$ cat config.mk
export PLATFORM = sky130hd
export DESIGN_NAME = lsu_misalign_splitter
export DESIGN_NICKNAME = d
export VERILOG_FILES = /design/src/rtl/riscv_pkg.sv /design/src/rtl/lsu_misalign_splitter_assembler.sv /design/src/rtl/lsu_misalign_splitter.sv
export SDC_FILE = /design/constraint.sdc
export NUM_CORES = 1
export LEC_CHECK = 0
export BUFFER_PORTS_ARGS = -buffer_cell sky130_fd_sc_hd__clkbuf_2
export CORE_ASPECT_RATIO = 0.5
export CORE_MARGIN = 2
export CORE_UTILIZATION = 50
export DETAILED_ROUTE_END_ITERATION = 16
export PLACE_DENSITY = 0.81
export SETUP_SLACK_MARGIN = 0.2
export SYNTH_ARGS = -nofsm -noshare
export SYNTH_HDL_FRONTEND = slang
export SYNTH_HIERARCHICAL = 1
export SYNTH_SLANG_ARGS = --single-unit
$ cat constraint.sdc
create_clock -name clk_i -period 7 [get_ports clk_i]
set_input_delay 1.4 -clock clk_i [delete_from_list [all_inputs] [get_ports clk_i]]
set_output_delay 1.4 -clock clk_i [all_outputs]
set_load 0.005 [all_outputs]
$ cat src/rtl/riscv_pkg.sv
// Shared RISC-V memory-access types and helpers for the load/store unit.
package riscv_pkg;

  localparam int XLEN = 32;

  typedef enum logic [1:0] {
    MEM_BYTE = 2'b00,
    MEM_HALF = 2'b01,
    MEM_WORD = 2'b10
  } mem_size_e;

  typedef enum logic [1:0] {
    IDLE,
    SPLIT,
    RESP
  } lsu_state_e;

  // Only the two address LSBs matter for natural alignment.
  function automatic logic is_misaligned(input logic [1:0] addr, input logic [1:0] size);
    case (size)
      MEM_HALF: return addr[0];
      MEM_WORD: return (addr != 2'b00);
      default:  return 1'b0;
    endcase
  endfunction

endpackage

$ cat src/rtl/lsu_misalign_splitter_assembler.sv
// Byte-lane insert into the split-load assembly word plus final zero/sign extension.
module lsu_byte_assembler
  import riscv_pkg::*;
(
  input  logic [XLEN-1:0] asm_i,
  input  logic [1:0]      lane_i,
  input  logic [7:0]      byte_i,
  input  logic [1:0]      size_i,
  input  logic            sign_ext_i,
  output logic [XLEN-1:0] asm_o,
  output logic [XLEN-1:0] ext_o
);

  always_comb begin
    asm_o = asm_i;
    asm_o[{lane_i, 3'b000} +: 8] = byte_i;
    case (size_i)
      MEM_HALF: ext_o = {{(XLEN-16){sign_ext_i & asm_o[15]}}, asm_o[15:0]};
      MEM_WORD: ext_o = asm_o;
      default:  ext_o = {{(XLEN-8){sign_ext_i & asm_o[7]}}, asm_o[7:0]};
    endcase
  end

endmodule

$ cat src/rtl/lsu_misalign_splitter.sv
// LSU front end: aligned accesses pass straight to data_memory; misaligned
// half/word accesses become sequential byte accesses with local reassembly.
module lsu_misalign_splitter
  import riscv_pkg::*;
#(
  parameter bit ALLOW_MISALIGNED = 1'b1
) (
  input  logic            clk_i,
  input  logic            rst_ni,
  input  logic            req_valid_i,
  output logic            req_ready_o,
  input  logic            req_write_i,
  input  logic [XLEN-1:0] req_addr_i,
  input  logic [XLEN-1:0] req_wdata_i,
  input  logic [1:0]      req_size_i,
  input  logic            req_sign_ext_i,
  output logic            resp_valid_o,
  output logic [XLEN-1:0] resp_rdata_o,
  output logic            resp_err_o,
  output logic            resp_split_o,
  output logic            mem_write_en_o,
  output logic [XLEN-1:0] mem_addr_o,
  output logic [XLEN-1:0] mem_write_data_o,
  output logic [1:0]      mem_size_o,
  output logic            mem_sign_ext_o,
  input  logic [XLEN-1:0] mem_read_data_i
);

  lsu_state_e      state_q, state_d;
  logic [XLEN-1:0] addr_q, addr_d;
  logic [XLEN-1:0] wdata_q, wdata_d;
  logic [1:0]      size_q, size_d;
  logic            sign_q, sign_d;
  logic            write_q, write_d;
  logic [1:0]      k_q, k_d;
  logic [XLEN-1:0] asm_q, asm_d;
  logic [XLEN-1:0] rdata_q, rdata_d;
  logic            err_q, err_d;
  logic            split_q, split_d;

  logic [XLEN-1:0] asm_ins, asm_ext;
  logic            mis, illegal;
  logic [1:0]      last_k;

  lsu_byte_assembler u_asm (
    .asm_i      (asm_q),
    .lane_i     (k_q),
    .byte_i     (mem_read_data_i[7:0]),
    .size_i     (size_q),
    .sign_ext_i (sign_q),
    .asm_o      (asm_ins),
    .ext_o      (asm_ext)
  );

  always_comb begin
    state_d          = state_q;
    addr_d           = addr_q;
    wdata_d          = wdata_q;
    size_d           = size_q;
    sign_d           = sign_q;
    write_d          = write_q;
    k_d              = k_q;
    asm_d            = asm_q;
    rdata_d          = rdata_q;
    err_d            = err_q;
    split_d          = split_q;
    req_ready_o      = 1'b0;
    mem_write_en_o   = 1'b0;
    mem_addr_o       = '0;
    mem_write_data_o = '0;
    mem_size_o       = MEM_BYTE;
    mem_sign_ext_o   = 1'b0;
    mis              = is_misaligned(req_addr_i[1:0], req_size_i);
    illegal          = (req_size_i == 2'b11);
    last_k           = (size_q == MEM_WORD) ? 2'd3 : 2'd1;

    case (state_q)
      IDLE: begin
        req_ready_o = 1'b1;
        if (req_valid_i) begin
          rdata_d = '0;
          err_d   = 1'b0;
          split_d = 1'b0;
          state_d = RESP;
          if (illegal || (mis && !ALLOW_MISALIGNED)) begin
            err_d = 1'b1;
          end else if (mis) begin
            addr_d  = req_addr_i;
            wdata_d = req_wdata_i;
            size_d  = req_size_i;
            sign_d  = req_sign_ext_i;
            write_d = req_write_i;
            k_d     = 2'd0;
            asm_d   = '0;
            state_d = SPLIT;
          end else begin
            mem_write_en_o   = req_write_i;
            mem_addr_o       = req_addr_i;
            mem_write_data_o = req_wdata_i;
            mem_size_o       = req_size_i;
            mem_sign_ext_o   = req_sign_ext_i;
            if (!req_write_i) rdata_d = mem_read_data_i;
          end
        end
      end
      SPLIT: begin
        // Address arithmetic wraps naturally at 2^XLEN.
        mem_addr_o       = addr_q + XLEN'(k_q);
        mem_write_data_o = {{(XLEN-8){1'b0}}, wdata_q[{k_q, 3'b000} +: 8]};
        mem_write_en_o   = write_q;
        if (!write_q) asm_d = asm_ins;
        k_d = k_q + 2'd1;
        if (k_q == last_k) begin
          split_d = 1'b1;
          rdata_d = write_q ? '0 : asm_ext;
          state_d = RESP;
        end
      end
      RESP:    state_d = IDLE;
      default: state_d = IDLE;
    endcase
  end

  always_ff @(posedge clk_i or negedge rst_ni) begin
    if (!rst_ni) begin
      state_q <= IDLE;
      addr_q  <= '0;
      wdata_q <= '0;
      size_q  <= MEM_BYTE;
      sign_q  <= 1'b0;
      write_q <= 1'b0;
      k_q     <= 2'd0;
      asm_q   <= '0;
      rdata_q <= '0;
      err_q   <= 1'b0;
      split_q <= 1'b0;
    end else begin
      state_q <= state_d;
      addr_q  <= addr_d;
      wdata_q <= wdata_d;
      size_q  <= size_d;
      sign_q  <= sign_d;
      write_q <= write_d;
      k_q     <= k_d;
      asm_q   <= asm_d;
      rdata_q <= rdata_d;
      err_q   <= err_d;
      split_q <= split_d;
    end
  end

  assign resp_valid_o = (state_q == RESP);
  assign resp_rdata_o = resp_valid_o ? rdata_q : '0;
  assign resp_err_o   = resp_valid_o & err_q;
  assign resp_split_o = resp_valid_o & split_q;

endmodule

==> results by group, run 1 <==
Yosys
  • Post-synth cell types: 49
  • Mapped Cells: 749
  • Number of warnings printed during yosys synthesis: 6
  • Flops & latches, synth: 138
  • Largest cells by area after synthesis: dfrtp_1 (43%), mux2_2 (13%), a22o_1 (9.0%)
  • Post-synth top flop: dfrtp_1
  • Mean instance size in the synthesized netlist: 10.8 um2
  • Share of flip-flops with an asynchronous set or reset: 1.00
  • Area of the mapped netlist: 0.00808 mm2
  • Cell type with the largest total area after synthesis: dfrtp_1
  • Syn_nets: 865
  • Sequential fraction of the synthesis area: 0.427
  • Number of enable flip-flop cells after synthesis: 0
  • Most used standard cells in the synthesized netlist: dfrtp_1 (138), mux2_2 (94), a22o_1 (83), nand2_1 (62), and2_1 (61)
  • Library cell with the highest instance count after synthesis: dfrtp_1
  • Share of the synthesized area in the top cell type: 0.427

Clock network
  • Maximum level of the CTS H-tree: 4
  • TritonCTS clock tree: built
  • Hold Buf Count CTS: 0
  • Number of sinks on the clock net: 138
  • Number of buffers created by CTS: 17
  • Post CTS Setup Buffer Count: 0
  • Clock transition at the registers of the reported paths: 60 ps
  • CTS Root Buffer Type: clkbuf_16
  • Post-CTS Resized: 0
  • Source-to-sink clock delay at the later pin of the worst-skew pair: 410 ps
  • Maximum clock path buffer count: 2

STA
  • Final-report hold violation count: 0
  • Total setup violations reported at the end of the flow: 0
  • Unrepaired setup endpoints after global routing: no
  • Fmax: 0.203 GHz
  • Clock tree skew after final layout: 14.5 ps
  • Worst rel slew slack: 0.211
  • Minimum clock period: 4930 ps
  • Sum Neg Setup Slack: 0 ps
  • Final worst-path cycle share: 0.704
  • Number of pins with negative max-slew slack in the final report: 0
  • Actual transition at the worst max-transition pin: 1180 ps

Floorplanning
  • Floorplan die area: 0.0173 mm2
  • Total core area: 0.0156 mm2
  • Horiz. Die Dim: 184 um
  • FP Rows: 32
  • Chip height: 93.9 um
  • Initial cell density of the core: 0.517
  • I/O pins: 207

Power
  • Leakage Power: 4.71 nW
  • Total Power Consumption: 3.52 mW
  • Maximum VDD drop: 0.158 mV
  • Power density of the placed cells: 361 mW/mm2

Placed design
  • Post-Place Cells: 1,112
  • Global placer's final weighted congestion: 0.858
  • Placed wire-length estimate after detailed placement: 13,500 um
  • # port buffers: 206

Setup path
  • Kind of capture point of the worst setup path: output port
  • WP data required: 5600 ps
  • Top fanout value on the critical path: 20
  • Reg2reg setup slack: 3420 ps
  • Start-to-end type of the worst setup path: register to output port
  • Worst Path Arrival: 3530 ps
  • Worst reg-to-reg path cell count: 8
  • Startpoint kind of the worst setup timing path: register

Run
  • Count of max-cap constraint violations: 0

Global route
  • Largest net degree at the start of global routing: 86
  • Grt total ovfl: 0
  • Wire length of the first global-routing pass: 32,700 um
  • Global-route usage over all layers: 0.238
  • Via count of the first global-routing pass: 6,548
  • Initial antenna violation count: 0

Final layout
  • Fraction of final layout cells sized beyond drive strength 1: 0.403
  • Total number of nets in the final design: 1,043
  • Diodes inserted: 0
  • Non-filler instance count after layout: 1,143
  • Synth-to-Final Area Change: 20.4%

Status
  • Outcome: completed

Detailed routing
  • Mean routed wirelength per cell: 17.1 um
  • First-iteration detailed-routing DRC count: 365
  • Drt total wl: 19,600 um
  • Via density: 5.57
  • Via Count: 6,363
  • Residual DRC: 0
  • Total iterations of the first detailed-routing run: 4
  • Post-route ant nets: 0

Worst hold path
  • Hold/Removal Path Class: register to register
  • Cells on Worst Hold Path: 1
==> through the flow <==
stage | cell area [um2] | util | hold slack [ps] | setup slack, ps
after global placement | 9160 | 0.587 | 466 | 2410
after detailed placement | 9160 | 0.587 | 476 | 2290
after floorplan | 8080 | - | 453 | 2800
after CTS | 9730 | 0.623 | 490 | 2010
final | 9730 | 0.623 | 489 | 2070
after global routing | 9730 | 0.623 | 511 | 1700
==> placed cells by master (no fill, tap or decap), types with 16 or more instances in the layout <==
| master | instances |
|---|---|
| dfrtp_1 | 138 |
| and2_1 | 61 |
| xor2_1 | 25 |
| clkbuf_16 | 17 |
| o21ai_0 | 42 |
| a22o_1 | 83 |
| mux2_2 | 94 |
| inv_1 | 36 |
| nand2_1 | 62 |
| clkbuf_2 | 205 |
| a21bo_2 | 16 |
==> layer usage <==
metal / GRT usage / part of all wire / vias up / wire, um
li1: - / - / 3026 / -
met3: 0.0384 / 0.043 / 24 / 846
met5: 0 / 0 / - / 0
met1: 0.314 / 0.45 / 3155 / 8860
met2: 0.408 / 0.49 / 158 / 9570
met4: 0.0727 / 0.015 / 0 / 301
==> cell type report <==
| type | instances | area, um2 |
|---|---|---|
| Clock buffer | 21 | 470 |
| Clock inverter | 10 | 93.8 |
| Fill cell | 1299 | 5890 |
| Inverter | 36 | 135 |
| Multi-Input combinational cell | 520 | 4220 |
| Sequential cell | 138 | 3450 |
| Tap cell | 204 | 255 |
| Timing Repair Buffer | 214 | 1100 |
==> report_power, final <==
part	switching (mW)	internal [mW]	leakage, nW
sequential	0.288	1.12	1.77
combinational	0.598	0.639	2.67
clock	0.351	0.516	0.271
total	1.24	2.28	4.71
==> final timing paths <==
path,to,from
hold reg to reg,wdata_q[9],wdata_q[9]
hold / removal,wdata_q[9],wdata_q[9]
min in group asynchronous,wdata_q[1],rst_ni
setup reg to reg,rdata_q[28],k_q[0]
max in group asynchronous,rdata_q[7],rst_ni
setup / recovery,mem_addr_o[20],k_q[0]
==> cell families (layout without fill, tap and decap cells) <==
kind of cell,after synthesis,in the layout,synth area share
compound gates,174,174,0.166
mux,108,108,0.162
simple gates,193,193,0.137
fa+ha+maj,13,13,0.0211
flops,138,138,0.427
xor+xnor,32,32,0.0347
buf+inv,91,281,0.0525
==> critical path: stages (launching register included) <==
cell,delay (ps)
dfrtp_1,1010
ha_1,350
fa_1,280
nand4_1,210
nor4_4,580
nand4_1,200
xor2_1,180
o21ai_1,160
clkbuf_2,160
==> flip-flops by register name, summed over array words and instances, names as in the netlist <==
register	cells
addr_q	32
asm_q	32
err_q	1
k_q	2
rdata_q	32
sign_q	1
size_q	2
split_q	1
state_q	2
wdata_q	32
write_q	1
Power figures use the tool's default switching activity.
==> run 2, diff against run 1 <==
--- a/config.mk
+++ b/config.mk
@@ -5,12 +5,13 @@
 export SDC_FILE = /design/constraint.sdc
 export NUM_CORES = 1
 export LEC_CHECK = 0
+export ABC_AREA = 1
 export BUFFER_PORTS_ARGS = -buffer_cell sky130_fd_sc_hd__clkbuf_2
 export CORE_ASPECT_RATIO = 0.5
 export CORE_MARGIN = 2
 export CORE_UTILIZATION = 50
 export DETAILED_ROUTE_END_ITERATION = 16
-export PLACE_DENSITY = 0.81
+export PLACE_DENSITY = 0.8
 export SETUP_SLACK_MARGIN = 0.2
 export SYNTH_ARGS = -nofsm -noshare
 export SYNTH_HDL_FRONTEND = slang
==> constraint.sdc (replaced) <==
create_clock -name clk_i -period 4.7 [get_ports clk_i]
set_input_delay 0.94 -clock clk_i [delete_from_list [all_inputs] [get_ports clk_i]]
set_output_delay 0.94 -clock clk_i [all_outputs]
set_load 0.005 [all_outputs]
==> run 2 against run 1 <==
Net effect:
- critical path depth stayed put
- cell area increased by 7.0%
- via count rose by 43%
- non-clock buffer count fell by 2
- sequential share of layout area is 2.3 points lower
- largest cell class unchanged
- die area rose by 8.8%
==> results by group, run 2 <==
Status
  • Outcome: completed

Final layout
  • Highest-count cells in the layout ignoring fill and taps: nand2_1 (529), clkbuf_2 (205), nor2_1 (161)
  • Fill cell count: 1,665
  • Fraction of final layout cells sized beyond drive strength 1: 0.167
  • Synth-to-Final Area Change: 18.1%
  • Diodes inserted: 0
  • Most frequent standard cell in the layout excluding fill and tap cells: nand2_1
  • Total number of nets in the final design: 1,647
  • Non-filler instance count after layout: 1,777

Floorplanning
  • Initial cell density of the core: 0.509
  • Horiz. Die Dim: 192 um
  • FP Rows: 34
  • I/O pins: 207
  • Floorplan die area: 0.0188 mm2
  • Total core area: 0.0173 mm2
  • Chip height: 97.9 um

Clock network
  • CTS Root Buffer Type: clkbuf_16
  • Post CTS Setup Buffer Count: 0
  • Source-to-sink clock delay at the later pin of the worst-skew pair: 420 ps
  • Number of buffers created by CTS: 17
  • Maximum level of the CTS H-tree: 4
  • Post-CTS Resized: 0
  • Maximum clock path buffer count: 2
  • Hold Buf Count CTS: 0
  • Number of sinks on the clock net: 138
  • Clock transition at the registers of the reported paths: 60 ps
  • TritonCTS clock tree: built

Detailed routing
  • WL met2: 11,500 um
  • First-iteration detailed-routing DRC count: 634
  • Drt total wl: 24,900 um
  • Residual DRC: 0
  • Met1 Wirelength: 11,400 um
  • Mean routed wirelength per cell: 14.0 um
  • Post-route ant nets: 0
  • Highest routed layer: met4
  • Total iterations of the first detailed-routing run: 5
  • Via Count: 9,124
  • Detailed route wirelength on metal3: 1460 um
  • Via density: 5.13

Setup path
  • Slowest cell on the critical path: dfrtp_1
  • Critical Path Max Stage Delay: 720 ps
  • Worst reg-to-reg path cell count: 12
  • Start-to-end type of the worst setup path: register to output port
  • Reg2reg end: rdata_q[15]
  • Critical path cell sequence: fa_1 > nand2_1 > nor2_1 > nand2_2 > nor2_1 > a21oi_1 > o21ai_1 > clkbuf_2
  • Most frequent CP cell: nor2_1
  • WP data required: 3760 ps
  • Critical register-to-register path startpoint: k_q[0]
  • Reg2reg setup slack: 1620 ps
  • Setup crit start: k_q[1]
  • Top fanout value on the critical path: 15
  • Category of cells accounting for the largest share of critical-path delay: simple AND/OR/NAND/NOR gates
  • Worst Path Arrival: 2730 ps
  • Number of cells on the critical path: 8
  • Startpoint kind of the worst setup timing path: register
  • Buffers plus inverters on the worst setup path: 1
  • Kind of capture point of the worst setup path: output port
  • Endpoint of the most critical setup path: mem_addr_o[20]

Yosys
  • Share of synthesized cell area in full adder, half adder and majority cells: 0.0193
  • Mapped Cells: 1,373
  • Post-synth cell types: 33
  • Mux share of post-synthesis cell area: 0
  • Library cell with the highest instance count after synthesis: nand2_1
  • Share of flip-flops with an asynchronous set or reset: 1.00
  • Mean instance size in the synthesized netlist: 6.42 um2
  • Xor and xnor area share after synthesis: 0.00298
  • Share of the synthesized area in compound gates (AO/OA/AOI/OAI): 0.135
  • Area of the mapped netlist: 0.00881 mm2
  • Most used standard cells in the synthesized netlist: nand2_1 (531), nor2_1 (162), inv_1 (156), o21ai_0 (143), dfrtp_1 (138)
  • Flops & latches, synth: 138
  • Share of the synthesized area in the top cell type: 0.392
  • Largest cells by area after synthesis: dfrtp_1 (39%), nand2_1 (23%), o21ai_0 (8.1%)
  • Post-synth top flop: dfrtp_1
  • Post-synthesis share of cell area spent on and, or, nand and nor gates: 0.338
  • Number of warnings printed during yosys synthesis: 6
  • Number of enable flip-flop cells after synthesis: 0
  • Syn_nets: 1,489
  • Cell type with the largest total area after synthesis: dfrtp_1
  • Sequential fraction of the synthesis area: 0.392
  • Combinational family with the most area after synthesis: simple AND/OR/NAND/NOR gates

Global route
  • Wire length of the first global-routing pass: 40,900 um
  • Global-route usage over all layers: 0.270
  • Grt total ovfl: 0
  • Via count of the first global-routing pass: 8,591
  • Largest net degree at the start of global routing: 123
  • Initial antenna violation count: 0

STA
  • Unrepaired setup endpoints after global routing: no
  • Actual transition at the worst max-transition pin: 1170 ps
  • Final worst-path cycle share: 0.781
  • Clock tree skew after final layout: 6.99 ps
  • Sum Neg Setup Slack: 0 ps
  • Worst rel slew slack: 0.221
  • Minimum clock period: 3670 ps
  • Final-report hold violation count: 0
  • Number of pins with negative max-slew slack in the final report: 0
  • Total setup violations reported at the end of the flow: 0
  • Fmax: 0.273 GHz

Placed design
  • # port buffers: 206
  • Post-Place Cells: 1,746
  • Global placer's final weighted congestion: 0.867
  • Placed wire-length estimate after detailed placement: 17,700 um

Run
  • Count of max-cap constraint violations: 0

Power
  • Maximum VDD drop: 0.320 mV
  • Power density of the placed cells: 534 mW/mm2
  • Leakage Power: 5.75 nW

Worst hold path
  • Hold/Removal Path Class: register to register
run 2: kinds of logic (layout without fill, tap and decap cells):
group           count (synthesis)  in the layout
simple gates                  760            760
buf+inv                       236            406
compound gates                223            223
flops                         138            138
fa+ha+maj                      13             13
xor+xnor                        3              3
run 2: tightest hold or removal path: cells and delay by family (launching register included):
kind / cells / cell delay [ps]
AND/OR/NAND/NOR: 2 / 100
flip-flops: 1 / 340
run 2: worst min path at each step:
stage / from / endpoint / slack, ps / cells past startpoint
2_1_floorplan: asm_q[0] / asm_q[0] / 440 / 2
3_3_place_gp: asm_q[23] / asm_q[23] / 450 / 2
3_5_place_dp: asm_q[31] / asm_q[31] / 460 / 2
4_1_cts: asm_q[17] / asm_q[17] / 470 / 2
5_1_grt: asm_q[31] / asm_q[31] / 500 / 2
6_report: asm_q[4] / asm_q[4] / 470 / 2
run 2: routing by layer:
metal | track usage | vias to the layer above
li1 | - | 4560
met1 | 0.360 | 4231
met2 | 0.449 | 290
met3 | 0.0471 | 43
met4 | 0.0846 | 0
met5 | 0 | -
run 2: through the flow:
stage	cell area, um2	total power [mW]	util	worst slack, ps	hold WS [ps]
floorplan	8810	3.53	-	1760	442
global placement	9830	4.10	0.568	1300	453
detailed placement	9830	4.20	0.568	1120	458
CTS	10400	5.56	0.601	1090	473
global route	10400	5.98	0.601	864	495
finish	10400	5.56	0.601	1030	475
run 2: area by class of cell:
cell class / instances / area [um2] / share of cell area
clock buffer: 25 / 485 / 0.0467
clock inverter: 6 / 88.8 / 0.00854
inverter: 163 / 612 / 0.0588
multi-input combinational: 999 / 4380 / 0.421
sequential: 138 / 3450 / 0.332
tap: 234 / 293 / 0.0281
timing repair buffer: 212 / 1090 / 0.105
run 2: report_power, final:
group / switching (mW) / total (mW) / internal (mW)
Clock: 0.520 / 1.34 / 0.821
Sequential: 0.368 / 2.01 / 1.65
Combinational: 1.48 / 2.21 / 0.727
==> run 3, diff against run 2 <==
==> constraint.sdc (replaced) <==
create_clock -name clk_i -period 3.45 [get_ports clk_i]
set_input_delay 0.69 -clock clk_i [delete_from_list [all_inputs] [get_ports clk_i]]
set_output_delay 0.69 -clock clk_i [all_outputs]
set_load 0.005 [all_outputs]
==> run 3 against run 2 <==
Net effect:
- via count up 0.68%
- largest power group unchanged
- largest cell class unchanged
- utilization grew 0.62 points
- sequential power increased by 37%
==> results by group, run 3 (synthesis results as in run 2) <==
STA
  • Sum Neg Setup Slack: 0 ps
  • Clock tree skew after final layout: 10.6 ps
  • Total setup violations reported at the end of the flow: 0
  • Worst rel slew slack: 0.402
  • Number of pins with negative max-slew slack in the final report: 0
  • Actual transition at the worst max-transition pin: 887 ps
  • Final worst-path cycle share: 0.897
  • Fmax: 0.323 GHz
  • Final-report hold violation count: 0
  • Unrepaired setup endpoints after global routing: no
  • Minimum clock period: 3100 ps

Final layout
  • Fraction of final layout cells sized beyond drive strength 1: 0.178
  • Fin area: 0.0105 mm2
  • Fill cell count: 1,634
  • Total number of nets in the final design: 1,654
  • Core Util, Final: 0.607
  • Diodes inserted: 0
  • Highest-count cells in the layout ignoring fill and taps: nand2_1 (529), clkbuf_2 (205), nor2_1 (158)
  • Most frequent standard cell in the layout excluding fill and tap cells: nand2_1
  • Non-filler instance count after layout: 1,785
  • Synth-to-Final Area Change: 19.3%

Setup path
  • Critical path cell sequence: ha_2 > fa_2 > nand2_1 > nor2_2 > nand2_2 > nor2_1 > or2_2 > nand3_1 > nand2_1 > clkbuf_2
  • Most frequent CP cell: nand2_1
  • Reg2reg setup slack: 610 ps
  • Critical register-to-register path startpoint: k_q[1]
  • Start-to-end type of the worst setup path: register to output port
  • Worst Path Arrival: 2410 ps
  • Startpoint kind of the worst setup timing path: register
  • WP data required: 2760 ps
  • Slowest cell on the critical path: dfrtp_1
  • Reg2reg end: rdata_q[13]
  • Kind of capture point of the worst setup path: output port
  • Worst reg-to-reg path cell count: 11
  • Critical Path Max Stage Delay: 440 ps
  • Top fanout value on the critical path: 6

Power
  • Maximum VDD drop: 0.466 mV
  • Leakage Power: 5.80 nW
  • Cell Int Power: 4.37 mW
  • Power share of the sequential group: 0.358
  • Net switching power figure: 3.32 mW
  • Share of total power in combinational logic: 0.400
  • Power density of the placed cells: 731 mW/mm2
  • Clock share of power: 0.242
  • Sw Ratio: 0.432

Placed design
  • Global placer's final weighted congestion: 0.897
  • Placed wire-length estimate after detailed placement: 18,000 um
  • Post-place instance area: 0.00991 mm2
  • Post-Place Cells: 1,753
  • # port buffers: 206

Floorplanning
  • Horiz. Die Dim: 192 um
  • FP Rows: 34
  • Chip height: 97.9 um
  • Total core area: 0.0173 mm2
  • I/O pins: 207
  • Initial cell density of the core: 0.509
  • Floorplan die area: 0.0188 mm2

Clock network
  • Post CTS Setup Buffer Count: 0
  • TritonCTS clock tree: built
  • Post-CTS Resized: 0
  • Maximum clock path buffer count: 2
  • Maximum level of the CTS H-tree: 4
  • Number of buffers created by CTS: 17
  • CTS Root Buffer Type: clkbuf_16
  • Number of sinks on the clock net: 138
  • Hold Buf Count CTS: 0
  • Clock transition at the registers of the reported paths: 60 ps
  • Source-to-sink clock delay at the later pin of the worst-skew pair: 440 ps

Detailed routing
  • Total iterations of the first detailed-routing run: 5
  • Residual DRC: 0
  • Post-route ant nets: 0
  • Via density: 5.15
  • Via Count: 9,186
  • Drt total wl: 25,000 um
  • Mean routed wirelength per cell: 14.0 um
  • First-iteration detailed-routing DRC count: 794

Global route
  • Via count of the first global-routing pass: 8,760
  • Largest net degree at the start of global routing: 97
  • Global-route usage over all layers: 0.277
  • Initial antenna violation count: 0
  • Wire length of the first global-routing pass: 41,700 um
  • Grt total ovfl: 0

Worst hold path
  • Hold/Removal Path Class: input pin to asynchronous set/reset pin

Status
  • Outcome: completed

Run
  • Count of max-cap constraint violations: 0
## run 3: changes by cell type in the layout (fill, tap and decap cells not counted), moves of 2 or more
cell,before,now
clkbuf_8,3,1
buf_4,5,10
clkinv_4,1,4
clkbuf_1,5,0
clkinv_2,1,4
inv_6,0,2
nor2_1,161,158
nor2_2,3,5
buf_12,1,3
## run 3: final cells by class
class | instances | area [um2] | area share
multi-input combinational | 999 | 4400 | 0.418
sequential | 138 | 3450 | 0.328
timing repair buffer | 219 | 1170 | 0.112
inverter | 163 | 612 | 0.0582
clock buffer | 18 | 439 | 0.0418
tap | 234 | 293 | 0.0278
clock inverter | 14 | 148 | 0.0140
## run 3: worst max-delay path: cells and delay by family, from the launching register on
kind,cells,cell delay [ps]
fa+ha+maj,2,600
buf+inv,1,110
flops,1,440
simple gates,7,820
## run 3: how the worst max path moves through the flow
stage               cells past startpoint  slack, ps              to           from
floorplan                               7       1010  mem_addr_o[10]  req_size_i[0]
global placement                       10        630  mem_addr_o[20]  req_size_i[0]
detailed placement                      9        570  mem_addr_o[11]  req_size_i[0]
CTS                                    10        220  mem_addr_o[16]         k_q[0]
global route                            9        210  mem_addr_o[20]         k_q[0]
finish                                 10        350  mem_addr_o[16]         k_q[0]
## run 3: metrics by stage
stage | power, mW | hold slack, ps | setup slack [ps]
3_3_place_gp | 5.65 | 453 | 634
3_5_place_dp | 5.78 | 458 | 567
5_1_grt | 8.27 | 425 | 207
4_1_cts | 7.64 | 399 | 222
6_report | 7.69 | 371 | 354
2_1_floorplan | 4.81 | 394 | 1010
## run 3: power by group through the flow
stage          clock network, mW  registers (mW)  logic [mW]
2_1_floorplan                  0            2.59        2.22
3_3_place_gp                   0            2.72        2.93
3_5_place_dp                   0            2.75        3.03
4_1_cts                     1.86            2.73        3.05
5_1_grt                     1.94            2.82        3.50
6_report                    1.86            2.75        3.08
## run 3: routing by layer
layer | GRT usage | vias to the layer above | share of wire
met5 | 0 | - | 0
met4 | 0.0935 | 0 | 0.024
met3 | 0.0442 | 53 | 0.058
met2 | 0.448 | 319 | 0.46
met1 | 0.381 | 4242 | 0.46
li1 | - | 4572 | -
